`src/rtl/mem_port_arbiter.sv`:
```
// Arbiter and sequencer for a single-port, variable-latency memory shared by
// instruction fetch and load/store; data wins, results return as one-cycle valid pulses.
module mem_port_arbiter #(
  parameter int ADDR_W  = 32,
  parameter int TIMEOUT = 16,
  parameter int CNT_W   = 5
) (
  input  logic              clk,
  input  logic              rst,
  input  logic              if_req,
  input  logic [ADDR_W-1:0] if_addr,
  output logic [31:0]       if_rdata,
  output logic              if_valid,
  input  logic              d_req,
  input  logic              d_we,
  input  logic [2:0]        d_type,
  input  logic [ADDR_W-1:0] d_addr,
  input  logic [31:0]       d_wdata,
  output logic [31:0]       d_rdata,
  output logic              d_valid,
  output logic              misalign,
  output logic              bus_err,
  output logic              stall,
  output logic              mem_req,
  output logic              mem_we,
  output logic [3:0]        mem_be,
  output logic [ADDR_W-1:0] mem_addr,
  output logic [31:0]       mem_wdata,
  input  logic [31:0]       mem_rdata,
  input  logic              mem_ready,
  output logic [1:0]        dbg_state
);

  // Handshake: a requester raises *_req and holds it (with stable operands) until
  // the matching *_valid pulse; the pulse lasts exactly one cycle and completes it.
  typedef enum logic [1:0] {
    S_IDLE  = 2'd0,
    S_FETCH = 2'd1,
    S_DATA  = 2'd2,
    S_DONE  = 2'd3
  } state_t;

  localparam logic [CNT_W-1:0] TO_LAST = CNT_W'(TIMEOUT - 1);

  state_t           state_q, state_d;
  logic [CNT_W-1:0] wait_cnt;
  logic             lat_is_data;
  logic [2:0]       lat_type;
  logic [1:0]       lat_off;

  logic             grant_d, grant_f, acc_ok, acc_timeout;
  logic             d_is_half, d_is_byte, d_aligned, f_aligned;
  logic [3:0]       store_be;
  logic [31:0]      store_wdata;
  logic [31:0]      load_ext;
  logic [7:0]       lane_b;
  logic [15:0]      lane_h;

  assign d_is_half = (d_type == 3'b001) || (d_type == 3'b010);
  assign d_is_byte = (d_type == 3'b011) || (d_type == 3'b100);
  assign d_aligned = d_is_byte ? 1'b1 :
                     d_is_half ? ~d_addr[0] : (d_addr[1:0] == 2'b00);
  assign f_aligned = (if_addr[1:0] == 2'b00);

  assign stall     = (d_req && !d_valid) || (if_req && !if_valid);
  assign dbg_state = state_q;

  // Store lanes: narrow data is replicated so the enabled lane always sees it.
  always_comb begin
    store_be    = 4'b1111;
    store_wdata = d_wdata;
    if (d_is_half) begin
      store_be    = d_addr[1] ? 4'b1100 : 4'b0011;
      store_wdata = {2{d_wdata[15:0]}};
    end else if (d_is_byte) begin
      store_be    = 4'b0001 << d_addr[1:0];
      store_wdata = {4{d_wdata[7:0]}};
    end
  end

  always_comb begin
    lane_b = mem_rdata[7:0];
    case (lat_off)
      2'd1:    lane_b = mem_rdata[15:8];
      2'd2:    lane_b = mem_rdata[23:16];
      2'd3:    lane_b = mem_rdata[31:24];
      default: lane_b = mem_rdata[7:0];
    endcase
    lane_h = lat_off[1] ? mem_rdata[31:16] : mem_rdata[15:0];
    case (lat_type)
      3'b001:  load_ext = {{16{lane_h[15]}}, lane_h};
      3'b010:  load_ext = {16'h0000, lane_h};
      3'b011:  load_ext = {{24{lane_b[7]}}, lane_b};
      3'b100:  load_ext = {24'h000000, lane_b};
      default: load_ext = mem_rdata;
    endcase
  end

  always_comb begin
    state_d     = state_q;
    grant_d     = 1'b0;
    grant_f     = 1'b0;
    acc_ok      = 1'b0;
    acc_timeout = 1'b0;
    case (state_q)
      S_IDLE: begin
        if (d_req && !d_valid) begin
          grant_d = 1'b1;
          state_d = d_aligned ? S_DATA : S_DONE;
        end else if (if_req && !if_valid) begin
          grant_f = 1'b1;
          state_d = f_aligned ? S_FETCH : S_DONE;
        end
      end
      S_FETCH, S_DATA: begin
        if (mem_ready) begin
          acc_ok  = 1'b1;
          state_d = S_DONE;
        end else if (wait_cnt == TO_LAST) begin
          acc_timeout = 1'b1;
          state_d     = S_DONE;
        end
      end
      S_DONE:  state_d = S_IDLE;
      default: state_d = S_IDLE;
    endcase
  end

  always_ff @(posedge clk) begin
    if (!rst) state_q <= S_IDLE;
    else      state_q <= state_d;
  end

  always_ff @(posedge clk) begin
    if (!rst) begin
      wait_cnt    <= '0;
      lat_is_data <= 1'b0;
      lat_type    <= 3'b000;
      lat_off     <= 2'b00;
      if_rdata    <= 32'h0;
      if_valid    <= 1'b0;
      d_rdata     <= 32'h0;
      d_valid     <= 1'b0;
      misalign    <= 1'b0;
      bus_err     <= 1'b0;
      mem_req     <= 1'b0;
      mem_we      <= 1'b0;
      mem_be      <= 4'b0000;
      mem_addr    <= '0;
      mem_wdata   <= 32'h0;
    end else begin
      if_valid <= 1'b0;
      d_valid  <= 1'b0;
      misalign <= 1'b0;
      bus_err  <= 1'b0;

      if (acc_ok || acc_timeout || state_q == S_DONE)
        wait_cnt <= '0;
      else if ((state_q == S_FETCH || state_q == S_DATA) && !mem_ready)
        wait_cnt <= wait_cnt + 1'b1;

      if (grant_d) begin
        lat_is_data <= 1'b1;
        lat_type    <= d_type;
        lat_off     <= d_addr[1:0];
        if (d_aligned) begin
          mem_req   <= 1'b1;
          mem_we    <= d_we;
          mem_addr  <= {d_addr[ADDR_W-1:2], 2'b00};
          mem_be    <= d_we ? store_be : 4'b1111;
          mem_wdata <= store_wdata;
        end else begin
          d_valid  <= 1'b1;
          misalign <= 1'b1;
          d_rdata  <= 32'h0;
        end
      end

      if (grant_f) begin
        lat_is_data <= 1'b0;
        lat_type    <= 3'b000;
        lat_off     <= 2'b00;
        if (f_aligned) begin
          mem_req   <= 1'b1;
          mem_we    <= 1'b0;
          mem_addr  <= {if_addr[ADDR_W-1:2], 2'b00};
          mem_be    <= 4'b1111;
          mem_wdata <= 32'h0;
        end else begin
          if_valid <= 1'b1;
          misalign <= 1'b1;
          if_rdata <= 32'h0;
        end
      end

      // A timed-out access returns zero data and flags bus_err alongside its valid.
      if (acc_ok || acc_timeout) begin
        mem_req <= 1'b0;
        mem_we  <= 1'b0;
        bus_err <= acc_timeout;
        if (lat_is_data) begin
          d_valid <= 1'b1;
          d_rdata <= acc_ok ? load_ext : 32'h0;
        end else begin
          if_valid <= 1'b1;
          if_rdata <= acc_ok ? mem_rdata : 32'h0;
        end
      end
    end
  end

endmodule

```
`config.mk`:
```
export PLATFORM = sky130hd
export DESIGN_NAME = mem_port_arbiter
export DESIGN_NICKNAME = d
export VERILOG_FILES = /design/src/rtl/mem_port_arbiter.sv
export SDC_FILE = /design/constraint.sdc
export NUM_CORES = 1
export LEC_CHECK = 0
export ABC_CLOCK_PERIOD_IN_PS = 3070
export CORE_MARGIN = 10
export CORE_UTILIZATION = 47
export DETAILED_ROUTE_END_ITERATION = 10
export PLACE_DENSITY_LB_ADDON = 0.12
export SLEW_MARGIN = 10
export SYNTH_ARGS = -nofsm -noshare
export SYNTH_HDL_FRONTEND = slang
export SYNTH_SLANG_ARGS = --single-unit
```
`constraint.sdc`:
```
create_clock -name clk -period 3.07 [get_ports clk]
set_input_delay 0.921 -clock clk [delete_from_list [all_inputs] [get_ports clk]]
set_output_delay 0.921 -clock clk [all_outputs]
set_load 0.01 [all_outputs]
```
==> flow_summary_export.csv, run 1 <==
group,metric,value,unit
sta,fmax,334,MHz
drt,drt_wl_total,24400,um
critical_path,ff2ff_setup_slack,900,ps
die,rows,44,
logic_synthesis,syn_nets,925,
drt,via_count,6920,
cells_and_area,nets,1188,
logic_synthesis,syn_inst,783,
logic_synthesis,netlist.area_leader.share,43.9,%
critical_path,cp-startpoint,"d_req",
cts,cts_tree,"done",
power,fin_total_pwr,0.00706,W
critical_path,worstPathArrival,2070,ps
die,initial_core_util,47.8,%
logic_synthesis,avgSynthCellArea,8.80,um2
sta,fin_skew,11.0,ps
hold_path,hold_class,"register to register",
logic_synthesis,yosysWarnings,0,
drt,via_per_inst,5.57,
cts,clkSinkCount,151,
critical_path,cp_max_fo,2,
critical_path,crit_end,"stall",
grt,grt.overflow.total,0,
logic_synthesis,synth_area,6890,um2
sta,fin_crit,3000,ps
critical_path,end_kind,"output port",
sta,hold_violations,0,
logic_synthesis,synth_area_leaders,"dfxtp_1, nand3_1, nor2_1",
critical_path,r2r_cells,8,
die,core,14400,um2
cts,insertion_delay,430,ps
cells_and_area,fin_cells,1243,
placement,gp_congestion,0.908,
critical_path,required,2150,ps
grt,grt_pass1_vias,6630,
logic_synthesis,yosysUniqueCellTypes,53,
die,die_w,141,um
critical_path,worstReg2RegStart,"wait_cnt[0]",
cts,numCtsBuffers,17,
sta,rsz0062_at_grt,"false",
sta,slew-limit-headroom,64.3,%
critical_path,path_class,"input port to output port",
placement,place_inst,1211,
sta,worst_pin_slew,532,ps
die,die_y,141,um
power,ir_worst_vdd,0.423,mV
cts,h-tree-depth,4,
job,maxCapViolCount,0,
drt,wl_per_cell,19.6,um
logic_synthesis,ys_seq_area_share,43.9,%
logic_synthesis,yosysTopAreaCell,"dfxtp_1",
grt,grt_max_degree,81,
sta,drv_slew,0,
cts,post_cts_buffers,0,
logic_synthesis,synth_flop_cell,"dfxtp_1",
drt,first_pass_iters,5,
sta,fin_crit_sh,97.6,%
drt,dr.first_iter.drc_count,589,
logic_synthesis,ys_ff_latch,151,
critical_path,r2r_end,"if_rdata[2]",
die,dieArea,19900,um2
drt,drc,0,
grt,track_usage,23.6,%
critical_path,startpoint_type,"input port",
cells_and_area,drive_above_1_share,8.12,%
cts,clk_pin_slew,60,ps
sta,setup_viol,0,
status,status,"complete, no violations",
grt,grt_pass1_wl,37700,um
grt,antenna_found_initial,0,
drt,ant_nets,0,
logic_synthesis,synth_edf_count,0,
placement,port_buffers,277,
power,powerDensity,680,nW/um2
cells_and_area,diodes,0,
logic_synthesis,async_flop_share,0,%
cells_and_area,syn2layout_area_growth,50.8,%
power,power_leakage,3.87,nW
placement,dp_hpwl,17900,um
die,io_pins,278,
sta,fin_setup_tns,0,ps
cts,root_buffer,"clkbuf_16",
cts,cts_buffer_depth,2,
## registers in the layout (all words and copies together), names as in the netlist, 2 cells and up
name	count
mem_addr	32
lat_type	3
mem_wdata	32
if_rdata	32
dbg_state	2
mem_be	4
d_rdata	32
lat_off	2
wait_cnt	5
## synthesized netlist by cell type (7+ instances only)
| cell type | instances |
|---|---|
| a22oi_1 | 33 |
| nand2_1 | 71 |
| dfxtp_1 | 151 |
| inv_1 | 7 |
| or3_1 | 9 |
| mux2i_1 | 33 |
| nand3_1 | 95 |
| mux2_2 | 7 |
| a211oi_1 | 32 |
| a21oi_1 | 40 |
| o21ai_0 | 18 |
| clkbuf_1 | 26 |
| a32oi_1 | 8 |
| nor2b_1 | 15 |
| buf_2 | 21 |
| o2bb2ai_1 | 32 |
| mux4_1 | 7 |
| nor2_1 | 110 |
## worst min-delay path by stage
stage / start / to / depth (start not counted)
2_1_floorplan: wait_cnt[3] / wait_cnt[3] / 2
3_3_place_gp: mem_wdata[1] / mem_wdata[1] / 2
3_5_place_dp: d_rdata[23] / d_rdata[23] / 1
4_1_cts: mem_wdata[5] / mem_wdata[5] / 2
5_1_grt: mem_wdata[5] / mem_wdata[5] / 2
6_report: mem_wdata[5] / mem_wdata[5] / 2
## routing by layer
| layer | vias up | wire length (um) | global-route usage (%) |
|---|---|---|---|
| li1 | 3352 | - | - |
| met3 | 25 | 1930 | 8.13 |
| met2 | 261 | 11700 | 38.3 |
| met5 | - | 0 | 0 |
| met1 | 3282 | 10400 | 29.1 |
| met4 | 0 | 349 | 6.52 |
## cell families (layout without fill, tap and decap cells)
| family | count (synthesis) | in the layout | synth area share, % |
|---|---|---|---|
| AND/OR/NAND/NOR | 321 | 321 | 20.9 |
| AO/OA/AOI/OAI | 182 | 182 | 19.0 |
| flip-flops | 151 | 151 | 43.9 |
| buffers and inverters | 69 | 345 | 5.09 |
| multiplexers | 48 | 48 | 8.94 |
| XOR/XNOR | 7 | 7 | 1.27 |
| adder cells (fa/ha/maj) | 5 | 5 | 0.908 |
## report_power, final
group / leakage (nW) / switching, W / total, W / internal [W]
sequential: 1.23 / 0.000190 / 0.00247 / 0.00228
combinational: 2.38 / 0.00135 / 0.00256 / 0.00121
clock: 0.268 / 0.000900 / 0.00203 / 0.00113
## worst max-delay path: stages
cell and delay [ps]:
clkdlybuf4s50_1 410, nor2b_1 140, or2_2 300, dlygate4sd2_1 290
## placed cells by master, fill, tap and decap left out, types with 8 or more instances in the layout
master,n
a211oi_1,32
a21oi_1,40
a22oi_1,33
a32oi_1,8
buf_4,26
clkbuf_16,17
clkdlybuf4s50_1,276
dfxtp_1,151
inv_6,8
mux2i_1,33
nand2_1,71
nand3_1,95
nor2_1,108
nor2b_1,15
o21ai_0,18
o2bb2ai_1,32
or3_1,9
## repair_timing
| action | in CTS | in global routing |
|---|---|---|
| hold endpoints to repair | 0 | 0 |
| hold buffers | 0 | 0 |
| resized for setup | 1 | 0 |
| endpoints found under the setup margin | 1 | 0 |
## final cells by class
class                   count  area (um2)
clock buffers              17         425
multi-input cells         563        3530
inverters                   8        30.0
flip-flops and latches    151        3020
well taps                 184         230
repair buffers            305        3010
clock inverters            15         140
fillers                  1169        4040
## metrics by stage
| step | hold slack [ps] | worst slack, ps | cell area, um2 | utilization, % |
|---|---|---|---|---|
| 2_1_floorplan | 472 | 776 | 6890 | - |
| 3_3_place_gp | 441 | -108 | 9820 | 68.1 |
| 3_5_place_dp | 447 | -114 | 9820 | 68.1 |
| 4_1_cts | 456 | 77.0 | 10400 | 72.0 |
| 5_1_grt | 477 | 16.1 | 10400 | 72.0 |
| 6_report | 455 | 74.9 | 10400 | 72.0 |
Note: power is estimated with default switching activity, not from simulation.
==> run 2, diff against run 1 <==
- TNS_END_PERCENT: not set -> 10
==> results of run 2 <==
No change in the layout: final DEF, timing and power equal those of run 1.
==> run 3, diff against run 2 <==
- GPL_ROUTABILITY_DRIVEN: not set -> 0
==> results of run 3 <==
No change in the layout: final DEF, timing and power equal those of run 1.
